==> src/rtl/scamp_pkg.sv <==
// Shared definitions for the SCAMP sequencer: flag bit positions, default
// vectors and the T-state counter width helper.
package scamp_pkg;

    localparam int unsigned FLAG_C  = 2;
    localparam int unsigned FLAG_Z  = 1;
    localparam int unsigned FLAG_LT = 0;

    localparam int unsigned DEF_WIDTH        = 16;
    localparam int unsigned DEF_TSTATES      = 8;
    localparam int unsigned DEF_RESET_VECTOR = 0;
    localparam int unsigned DEF_IRQ_VECTOR   = 2;

    // Width of the T-state counter; TSTATES is always at least 2.
    function automatic int unsigned tw(input int unsigned tstates);
        return (tstates <= 2) ? 1 : $clog2(tstates);
    endfunction

endpackage

==> src/rtl/microseq_tstate.sv <==
// T-state counter: wraps on rt or after the last T-state and holds while
// the bus is stalled.
module microseq_tstate
    import scamp_pkg::*;
#(
    parameter int unsigned TSTATES = DEF_TSTATES
) (
    input  logic                       clk_i,
    input  logic                       reset_i,
    input  logic                       stall_i,
    input  logic                       rt_i,
    output logic [tw(TSTATES)-1:0]     t_o,
    output logic                       boundary_o
);

    localparam int unsigned TW = tw(TSTATES);

    logic [TW-1:0] t_q;
    logic [TW-1:0] t_d;

    assign boundary_o = rt_i | (t_q == TW'(TSTATES - 1));
    assign t_o        = t_q;

    always_comb begin
        t_d = t_q;
        if (!stall_i) begin
            t_d = boundary_o ? '0 : t_q + TW'(1);
        end
    end

    always_ff @(posedge clk_i) begin
        if (reset_i) begin
            t_q <= '0;
        end else begin
            t_q <= t_d;
        end
    end

endmodule

==> src/rtl/microseq.sv <==
// SCAMP instruction sequencer: PC, IR, latched ALU flags, conditional jumps,
// memory wait-state stalling and a single-level maskable interrupt.
module microseq
    import scamp_pkg::*;
#(
    parameter int unsigned WIDTH        = DEF_WIDTH,
    parameter int unsigned TSTATES      = DEF_TSTATES,
    parameter int unsigned RESET_VECTOR = DEF_RESET_VECTOR,
    parameter int unsigned IRQ_VECTOR   = DEF_IRQ_VECTOR
) (
    input  logic                   clk,
    input  logic                   reset,
    input  logic [WIDTH-1:0]       bus_in,
    input  logic                   ii,
    input  logic                   pp,
    input  logic                   rt,
    input  logic                   eo,
    input  logic                   c_in,
    input  logic                   z_in,
    input  logic                   lt_in,
    input  logic                   jc,
    input  logic                   jz,
    input  logic                   jnz,
    input  logic                   jgt,
    input  logic                   jlt,
    input  logic                   mem_req,
    input  logic                   mem_ready,
    input  logic                   irq,
    input  logic                   ei,
    input  logic                   di,
    input  logic                   iret,
    output logic [tw(TSTATES)-1:0] t,
    output logic [WIDTH-1:0]       pc,
    output logic [WIDTH-1:0]       ir,
    output logic [2:0]             flags,
    output logic                   jmp,
    output logic                   stall,
    output logic                   irq_ack,
    output logic                   irq_en
);

    logic [WIDTH-1:0] pc_q, pc_d;
    logic [WIDTH-1:0] ir_q, ir_d;
    logic [WIDTH-1:0] saved_pc_q, saved_pc_d;
    logic [2:0]       flags_q, flags_d;
    logic             irq_en_q, irq_en_d;
    logic             irq_ack_q, irq_ack_d;
    logic [WIDTH-1:0] pc_next;
    logic             boundary;
    logic             irq_entry;

    microseq_tstate #(
        .TSTATES (TSTATES)
    ) u_tstate (
        .clk_i      (clk),
        .reset_i    (reset),
        .stall_i    (stall),
        .rt_i       (rt),
        .t_o        (t),
        .boundary_o (boundary)
    );

    assign stall = mem_req & ~mem_ready;
    assign jmp   = (jc  &  flags_q[FLAG_C])
                 | (jz  &  flags_q[FLAG_Z])
                 | (jnz & ~flags_q[FLAG_Z])
                 | (jlt &  flags_q[FLAG_LT])
                 | (jgt & ~flags_q[FLAG_Z] & ~flags_q[FLAG_LT]);

    // pc_next is where PC would go without an interrupt; entry saves it so
    // the interrupted jump or increment is resumed on iret.
    always_comb begin
        if (iret)     pc_next = saved_pc_q;
        else if (jmp) pc_next = bus_in;
        else if (pp)  pc_next = pc_q + WIDTH'(1);
        else          pc_next = pc_q;
    end

    assign irq_entry = ~stall & boundary & irq & irq_en_q & ~iret;

    always_comb begin
        pc_d       = pc_q;
        ir_d       = ir_q;
        flags_d    = flags_q;
        saved_pc_d = saved_pc_q;
        irq_en_d   = irq_en_q;
        irq_ack_d  = irq_entry;
        if (!stall) begin
            if (ii) ir_d = bus_in;
            if (eo) begin
                flags_d[FLAG_C]  = c_in;
                flags_d[FLAG_Z]  = z_in;
                flags_d[FLAG_LT] = lt_in;
            end
            if (irq_entry) begin
                pc_d       = WIDTH'(IRQ_VECTOR);
                saved_pc_d = pc_next;
                irq_en_d   = 1'b0;
            end else begin
                pc_d = pc_next;
                if (ei || iret) irq_en_d = 1'b1;
                if (di)         irq_en_d = 1'b0;
            end
        end
    end

    always_ff @(posedge clk) begin
        if (reset) begin
            pc_q       <= WIDTH'(RESET_VECTOR);
            ir_q       <= '0;
            flags_q    <= '0;
            saved_pc_q <= '0;
            irq_en_q   <= 1'b0;
            irq_ack_q  <= 1'b0;
        end else begin
            pc_q       <= pc_d;
            ir_q       <= ir_d;
            flags_q    <= flags_d;
            saved_pc_q <= saved_pc_d;
            irq_en_q   <= irq_en_d;
            irq_ack_q  <= irq_ack_d;
        end
    end

    assign pc      = pc_q;
    assign ir      = ir_q;
    assign flags   = flags_q;
    assign irq_en  = irq_en_q;
    assign irq_ack = irq_ack_q;

endmodule

==> config.mk <==
export PLATFORM = sky130hd
export DESIGN_NAME = microseq
export DESIGN_NICKNAME = d
export VERILOG_FILES = /design/src/rtl/scamp_pkg.sv /design/src/rtl/microseq_tstate.sv /design/src/rtl/microseq.sv
export SDC_FILE = /design/constraint.sdc
export NUM_CORES = 1
export LEC_CHECK = 0
export CAP_MARGIN = 40
export CORE_MARGIN = 2
export CORE_UTILIZATION = 41
export CTS_CLUSTER_SIZE = 40
export DETAILED_ROUTE_END_ITERATION = 7
export PLACE_DENSITY = 0.7
export RECOVER_POWER = 50
export REMOVE_ABC_BUFFERS = 1
export SLEW_MARGIN = 20
export SYNTH_ARGS = -nofsm -noshare
export SYNTH_HDL_FRONTEND = slang
export SYNTH_SLANG_ARGS = --single-unit
export TNS_END_PERCENT = 30
==> constraint.sdc <==
create_clock -name clk -period 3.3 [get_ports clk]
set_input_delay 0.33 -clock clk [delete_from_list [all_inputs] [get_ports clk]]
set_output_delay 0.33 -clock clk [all_outputs]
set_load 0.01 [all_outputs]
==> flow_summary_export.csv, run 1 <==
group,metric,value,unit
hold_path,hp-class,"primary input to flop",
hold_path,hold_end,"ir[6]",
pwr,p_int,1.08,mW
pwr,p_clk_share,32.3,%
cts,cts_max_level,2,
floorplanning,die_area,0.00731,mm^2
worst_setup_path,max_stage_delay,0.58,ns
worst_setup_path,reg2reg_to,"saved_pc_q[15]",
global_route,met3_usage,4.23,%
worst_setup_path,worst-r2r-cell-count,9,
pwr,p_per_area,403,mW/mm^2
job,drv_cap,0,
global_route,grt_max_degree,37,
worst_setup_path,critPathSlowestCell,"clkdlybuf4s50_1",
worst_setup_path,path_class,"primary input to output pin",
timing,worst_pin_slew,0.925,ns
yosys,ys_seq_area_share,41.2,%
placed_design,portBuffers,77,
yosys,yosysTopAreaCellShare,41.2,%
cts,cts_tree,"done",
pwr,seq_power_share,49.5,%
worst_setup_path,worst_r2r_startpoint,"u_tstate.t_o[0]",
cts,cts_root_buffer,"clkbuf_8",
cells_and_area,antennaDiodeCount,0,
cells_and_area,layout-drive-gt1-share,6.73,%
timing,setup_violations,0,
yosys,synth-seq-cells,56,
pwr,combinationalPowerShare,18.2,%
yosys,synth.distinct_cells,45,
route,first_iter_violations,177,
yosys,synth.most_common_cell,"dfxtp_1",
placed_design,gp_congestion,0.797,
yosys,synth_common_cells,"dfxtp_1 (56), nand2_1 (50), nor2_1 (31)",
pwr,leakagePower,1.46,nW
cts,cts.repair.resized,0,
route,drt_pass1_iterations,4,
timing,clock.fmax,424,MHz
worst_setup_path,cp.required,2.97,ns
worst_setup_path,path_cells,"dlygate4sd3_1 -> nand2b_2 -> inv_1 -> buf_4 -> clkdlybuf4s50_1",
cts,cts_buffers,5,
status,status,"finished, final reports clean",
placed_design,preCtsSetupSlack,0.978,ns
cts,clockBufferDepth,2,
worst_setup_path,startpoint_type,"primary input",
floorplanning,initial_utilization,42.6,%
timing,setup_slack,0.944,ns
yosys,avgSynthCellArea,8.33,um^2
cells_and_area,final_util,57.6,%
placed_design,dp_hpwl,5280,um
floorplanning,core-area,0.00639,mm^2
yosys,ys_top_cells_by_area,"dfxtp_1 (41%), nand2_1 (6.9%), a21oi_1 (5.5%)",
cts,path_clk_slew,0.10,ns
floorplanning,io_pins,78,
cells_and_area,final_area,0.00368,mm^2
route,wl_per_cell,15.8,um
cells_and_area,syn2layout_area_growth,35.2,%
route,via_per_inst,5.61,
route,drtAntennaViolNets,0,
yosys,yosysTopAreaCell,"dfxtp_1",
timing,slew-limit-headroom,38.4,%
global_route,top_usage_layer,"met2",
cts,cts.sink_count,56,
global_route,grt_util_met1,28.6,%
hold_path,hp-start,"reset",
yosys,syn-cell-area,0.00272,mm^2
timing,rsz0062_at_grt,"no",
route,routed_wl,7560,um
timing,finalHoldViolCount,0,
global_route,antenna_found_initial,0,
yosys,ys.warnings.count,0,
yosys,synthFlopType,"dfxtp_1",
pwr,swShare,27.0,%
timing,drv_slew,0,
hold_path,whs_path_depth,2,
global_route,grt_pass1_wl,12700,um
timing,finalSetupTns,0,ns
route,num_vias,2682,
global_route,grt_usage,21.8,%
yosys,synth_edf_count,0,
worst_setup_path,path_max_fanout,19,
floorplanning,die_w,85.5,um
timing,hold_ws,0.440,ns
yosys,syn_inst,327,
cts,clock_latency,0.31,ns
yosys,synth-async-reset-ratio,0,%
global_route,grt_pass1_vias,2607,
pwr,p_sw,400,uW
placed_design,post_dp_cell_area,0.00357,mm^2
cts,cts_hold_buf,0,
pwr,peakVddDrop,0.000262,V
timing,finalCriticalPeriod,2.36,ns
worst_setup_path,arrival,2.03,ns
worst_setup_path,reg2reg_slack,1.06,ns
worst_setup_path,critPathCaptureType,"output pin",
floorplanning,placement_rows,29,
timing,period_share,71.4,%
worst_setup_path,critPathLaunch,"mem_ready",
timing,clock_skew,0.00711,ns
cells_and_area,nets,439,
floorplanning,fp.dieH,85.5,um
route,route.detailed.drc,0,
global_route,grt_overflow,0,
global_route,gr-usage-met2,36.6,%
cts,cts_setup_buffers,0,
## kinds of logic after synthesis
| kind of cell | share of synthesized area, % |
|---|---|
| XOR/XNOR | 4.50 |
| multiplexers | 2.21 |
| AND/OR/NAND/NOR | 25.6 |
| AO/OA/AOI/OAI | 21.3 |
| buffers and inverters | 3.86 |
| adder cells (fa/ha/maj) | 1.38 |
| flip-flops | 41.2 |
## metal layers
layer / part of all wire, % / routed length, um / vias up
met3: 6.4 / 484 / 15
met4: 2.0 / 148 / 0
met1: 45 / 3410 / 1249
li1: - / - / 1321
met2: 46 / 3510 / 97
met5: 0 / 0 / -
## power by group through the flow
stage | Combinational [mW] | Clock [mW] | Sequential (mW)
floorplan | 0.111 | 0 | 0.759
global placement | 0.280 | 0 | 0.751
detailed placement | 0.281 | 0 | 0.751
CTS | 0.282 | 0.487 | 0.736
global route | 0.297 | 0.514 | 0.740
finish | 0.270 | 0.479 | 0.735
## layout make-up
type	count	area [um^2]
clock inverters	2	38.8
flip-flops and latches	56	1120
well taps	77	96.3
clock buffers	6	82.6
repair buffers	86	822
fillers	603	2710
inverters	6	22.5
multi-input cells	245	1500
## worst max path at each step
stage                           to  slack (ns)  cells past startpoint
finish                       stall        0.94                      5
global route                ir[15]        0.83                      6
CTS                            jmp        1.01                      6
detailed placement  saved_pc_q[15]        0.98                      9
floorplan           saved_pc_q[15]        1.09                      6
global placement    saved_pc_q[15]        0.96                      8
## registers in the layout, summed over array words and instances, names as in the netlist
signal / flops
ir: 16
irq_ack: 1
u_tstate.t_o: 3
irq_en: 1
saved_pc_q: 16
flags: 3
pc: 16
## through the flow
| step | power [mW] | cells |
|---|---|---|
| global route | 1.55 | 478 |
| CTS | 1.51 | 478 |
| detailed placement | 1.03 | 470 |
| floorplan | 0.870 | 307 |
| finish | 1.48 | 478 |
| global placement | 1.03 | 470 |
## worst max-delay path, delay by kind of cell
family	cells	cell delay [ns]
buffers and inverters	4	1.50
AND/OR/NAND/NOR	1	0.19
## cells in the final DEF (no fill, tap or decap), types with 7 or more instances in the layout
master,Yosys,final
nor2_1,31,31
nand3_1,7,7
nor3_1,10,10
o22ai_1,8,8
nand2_1,50,50
and3_1,7,7
dlygate4sd3_1,0,40
o21ai_1,7,7
nand2b_1,14,14
clkdlybuf4s50_1,0,36
o32ai_1,9,9
dfxtp_1,56,56
a21oi_1,30,30
xor2_1,8,8
(Power assumes the default switching activity.)
==> inputs of run 2 (changes only) <==
--- a/config.mk
+++ b/config.mk
@@ -10,7 +10,7 @@
 export CORE_UTILIZATION = 41
 export CTS_CLUSTER_SIZE = 40
 export DETAILED_ROUTE_END_ITERATION = 7
-export PLACE_DENSITY = 0.7
+export PLACE_DENSITY = 0.73
 export RECOVER_POWER = 50
 export REMOVE_ABC_BUFFERS = 1
 export SLEW_MARGIN = 20
==> constraint.sdc (replaced) <==
create_clock -name clk -period 2.1 [get_ports clk]
set_input_delay 0.21 -clock clk [delete_from_list [all_inputs] [get_ports clk]]
set_output_delay 0.21 -clock clk [all_outputs]
set_load 0.01 [all_outputs]
==> run 2 against run 1 <==
Final cell count rose by 3.8%. Sequential share of layout area fell by 0.92 points. Combinational power rose by 74%. Cell area rose by 3.1%.
==> flow_summary_export.csv, run 2 (synthesis results as in run 1) <==
group,metric,value,unit
route,drt_pass1_iterations,4,
route,via_per_inst,5.55,
timing,finalHoldViolCount,0,
cts,cts_buffers,5,
cells_and_area,final_common_cell,"dfxtp_1",
hold_path,whs_path_depth,2,
pwr,leakagePower,1.49,nW
placed_design,post_dp_cell_area,0.00370,mm^2
route,num_vias,2752,
placed_design,gp_congestion,0.909,
global_route,grt_usage,21.6,%
worst_setup_path,path_max_fanout,16,
global_route,grt_overflow,0,
timing,slew-limit-headroom,48.7,%
cells_and_area,nets,457,
timing,setup_violations,0,
worst_setup_path,cp.required,2.34,ns
cts,cts_setup_buffers,0,
placed_design,portBuffers,77,
hold_path,hp-class,"primary input to flop",
cts,clock_latency,0.31,ns
floorplanning,placement_rows,29,
worst_setup_path,path_class,"primary input to flop",
worst_setup_path,worst-r2r-cell-count,7,
timing,finalCriticalPeriod,1.95,ns
floorplanning,die_w,85.5,um
floorplanning,initial_utilization,42.6,%
job,drv_cap,0,
route,first_iter_violations,180,
timing,period_share,93.0,%
timing,setup_slack,0.148,ns
status,status,"finished, final reports clean",
route,drtAntennaViolNets,0,
global_route,grt_pass1_vias,2632,
worst_setup_path,critPathCaptureType,"flop",
global_route,grt_max_degree,28,
global_route,grt_pass1_wl,12700,um
cts,path_clk_slew,0.10,ns
cts,clockBufferDepth,2,
timing,rsz0062_at_grt,"no",
cells_and_area,antennaDiodeCount,0,
cells_and_area,layout-drive-gt1-share,11.5,%
route,route.detailed.drc,0,
floorplanning,io_pins,78,
cells_and_area,syn2layout_area_growth,39.4,%
route,wl_per_cell,15.7,um
cts,cts_max_level,2,
floorplanning,die_area,0.00731,mm^2
pwr,p_per_area,589,mW/mm^2
floorplanning,fp.dieH,85.5,um
timing,clock_skew,0.00587,ns
floorplanning,core-area,0.00639,mm^2
cells_and_area,mostFrequentLayoutCells,"dfxtp_1 (56), nand2_1 (50), clkdlybuf4s50_1 (49)",
worst_setup_path,arrival,2.19,ns
timing,clock.fmax,512,MHz
global_route,antenna_found_initial,0,
timing,finalSetupTns,0,ns
timing,worst_pin_slew,0.770,ns
cts,cts_hold_buf,0,
placed_design,dp_hpwl,5690,um
worst_setup_path,startpoint_type,"primary input",
route,routed_wl,7800,um
timing,hold_ws,0.344,ns
cts,cts_tree,"done",
placed_design,preCtsSetupSlack,-0.00435,ns
timing,drv_slew,0,
cells_and_area,final_area,0.00379,mm^2
pwr,peakVddDrop,0.000348,V
cts,cts_root_buffer,"clkbuf_8",
cts,cts.sink_count,56,
==> run 2: changes by cell type in the layout (fill, tap and decap cells not counted), sizes merged <==
cell,before,now
clkinvlp,0,1
clkdlybuf4s50,36,49
clkbuf,9,10
bufinv,1,0
dlygate4sd3,40,27
buf,7,25
clkinv,2,1
==> run 2: through the flow <==
stage / utilization [%] / std cells / power [mW]
detailed placement: 58.0 / 488 / 1.65
floorplan: - / 307 / 1.37
global route: 59.4 / 496 / 2.35
finish: 59.4 / 496 / 2.23
global placement: 58.0 / 488 / 1.65
CTS: 59.5 / 496 / 2.27
==> run 2: path summary, 6_finish.rpt <==
path,from,to,slack (ns)
worst max-delay path,mem_ready,ir[12],0.15
worst min-delay path,reset,u_tstate.t_o[2],0.34
worst max register to register,u_tstate.t_o[0],saved_pc_q[15],0.16
worst min register to register,ir[15],ir[15],0.46
==> run 2: layer usage <==
layer / wire (um) / track usage (%) / part of all wire [%] / up-vias
met1: 3370 / 26.9 / 43 / 1270
met2: 3790 / 36.8 / 49 / 106
li1: - / - / - / 1366
met3: 533 / 4.52 / 6.8 / 10
met4: 101 / 7.94 / 1.3 / 0
met5: 0 / 0 / 0 / -
==> run 2: final cells by class <==
class / count / area [um^2]
repair buffers: 104 / 958
clock inverters: 1 / 7.51
fillers: 576 / 2590
multi-input cells: 245 / 1500
well taps: 77 / 96.3
inverters: 6 / 22.5
clock buffers: 7 / 86.3
flip-flops and latches: 56 / 1120
==> run 2: power breakdown <==
part | total (mW) | switching (mW) | internal [mW]
sequential | 1.15 | 0.0394 | 1.11
clock | 0.617 | 0.348 | 0.269
combinational | 0.470 | 0.235 | 0.236
total | 2.23 | 0.622 | 1.61
==> run 2: timing repair <==
item | in CTS | in global routing
gates resized for setup | 0 | 3
hold endpoints to repair | 0 | 0
endpoints found under the setup margin | 0 | 8
==> run 2: critical path: stages <==
cell and delay [ns]:
dlygate4sd3_1 0.51, nand2b_2 0.12, clkbuf_1 0.59, and2_0 0.25
clkbuf_1 0.28, nand2_1 0.09, a21oi_1 0.14
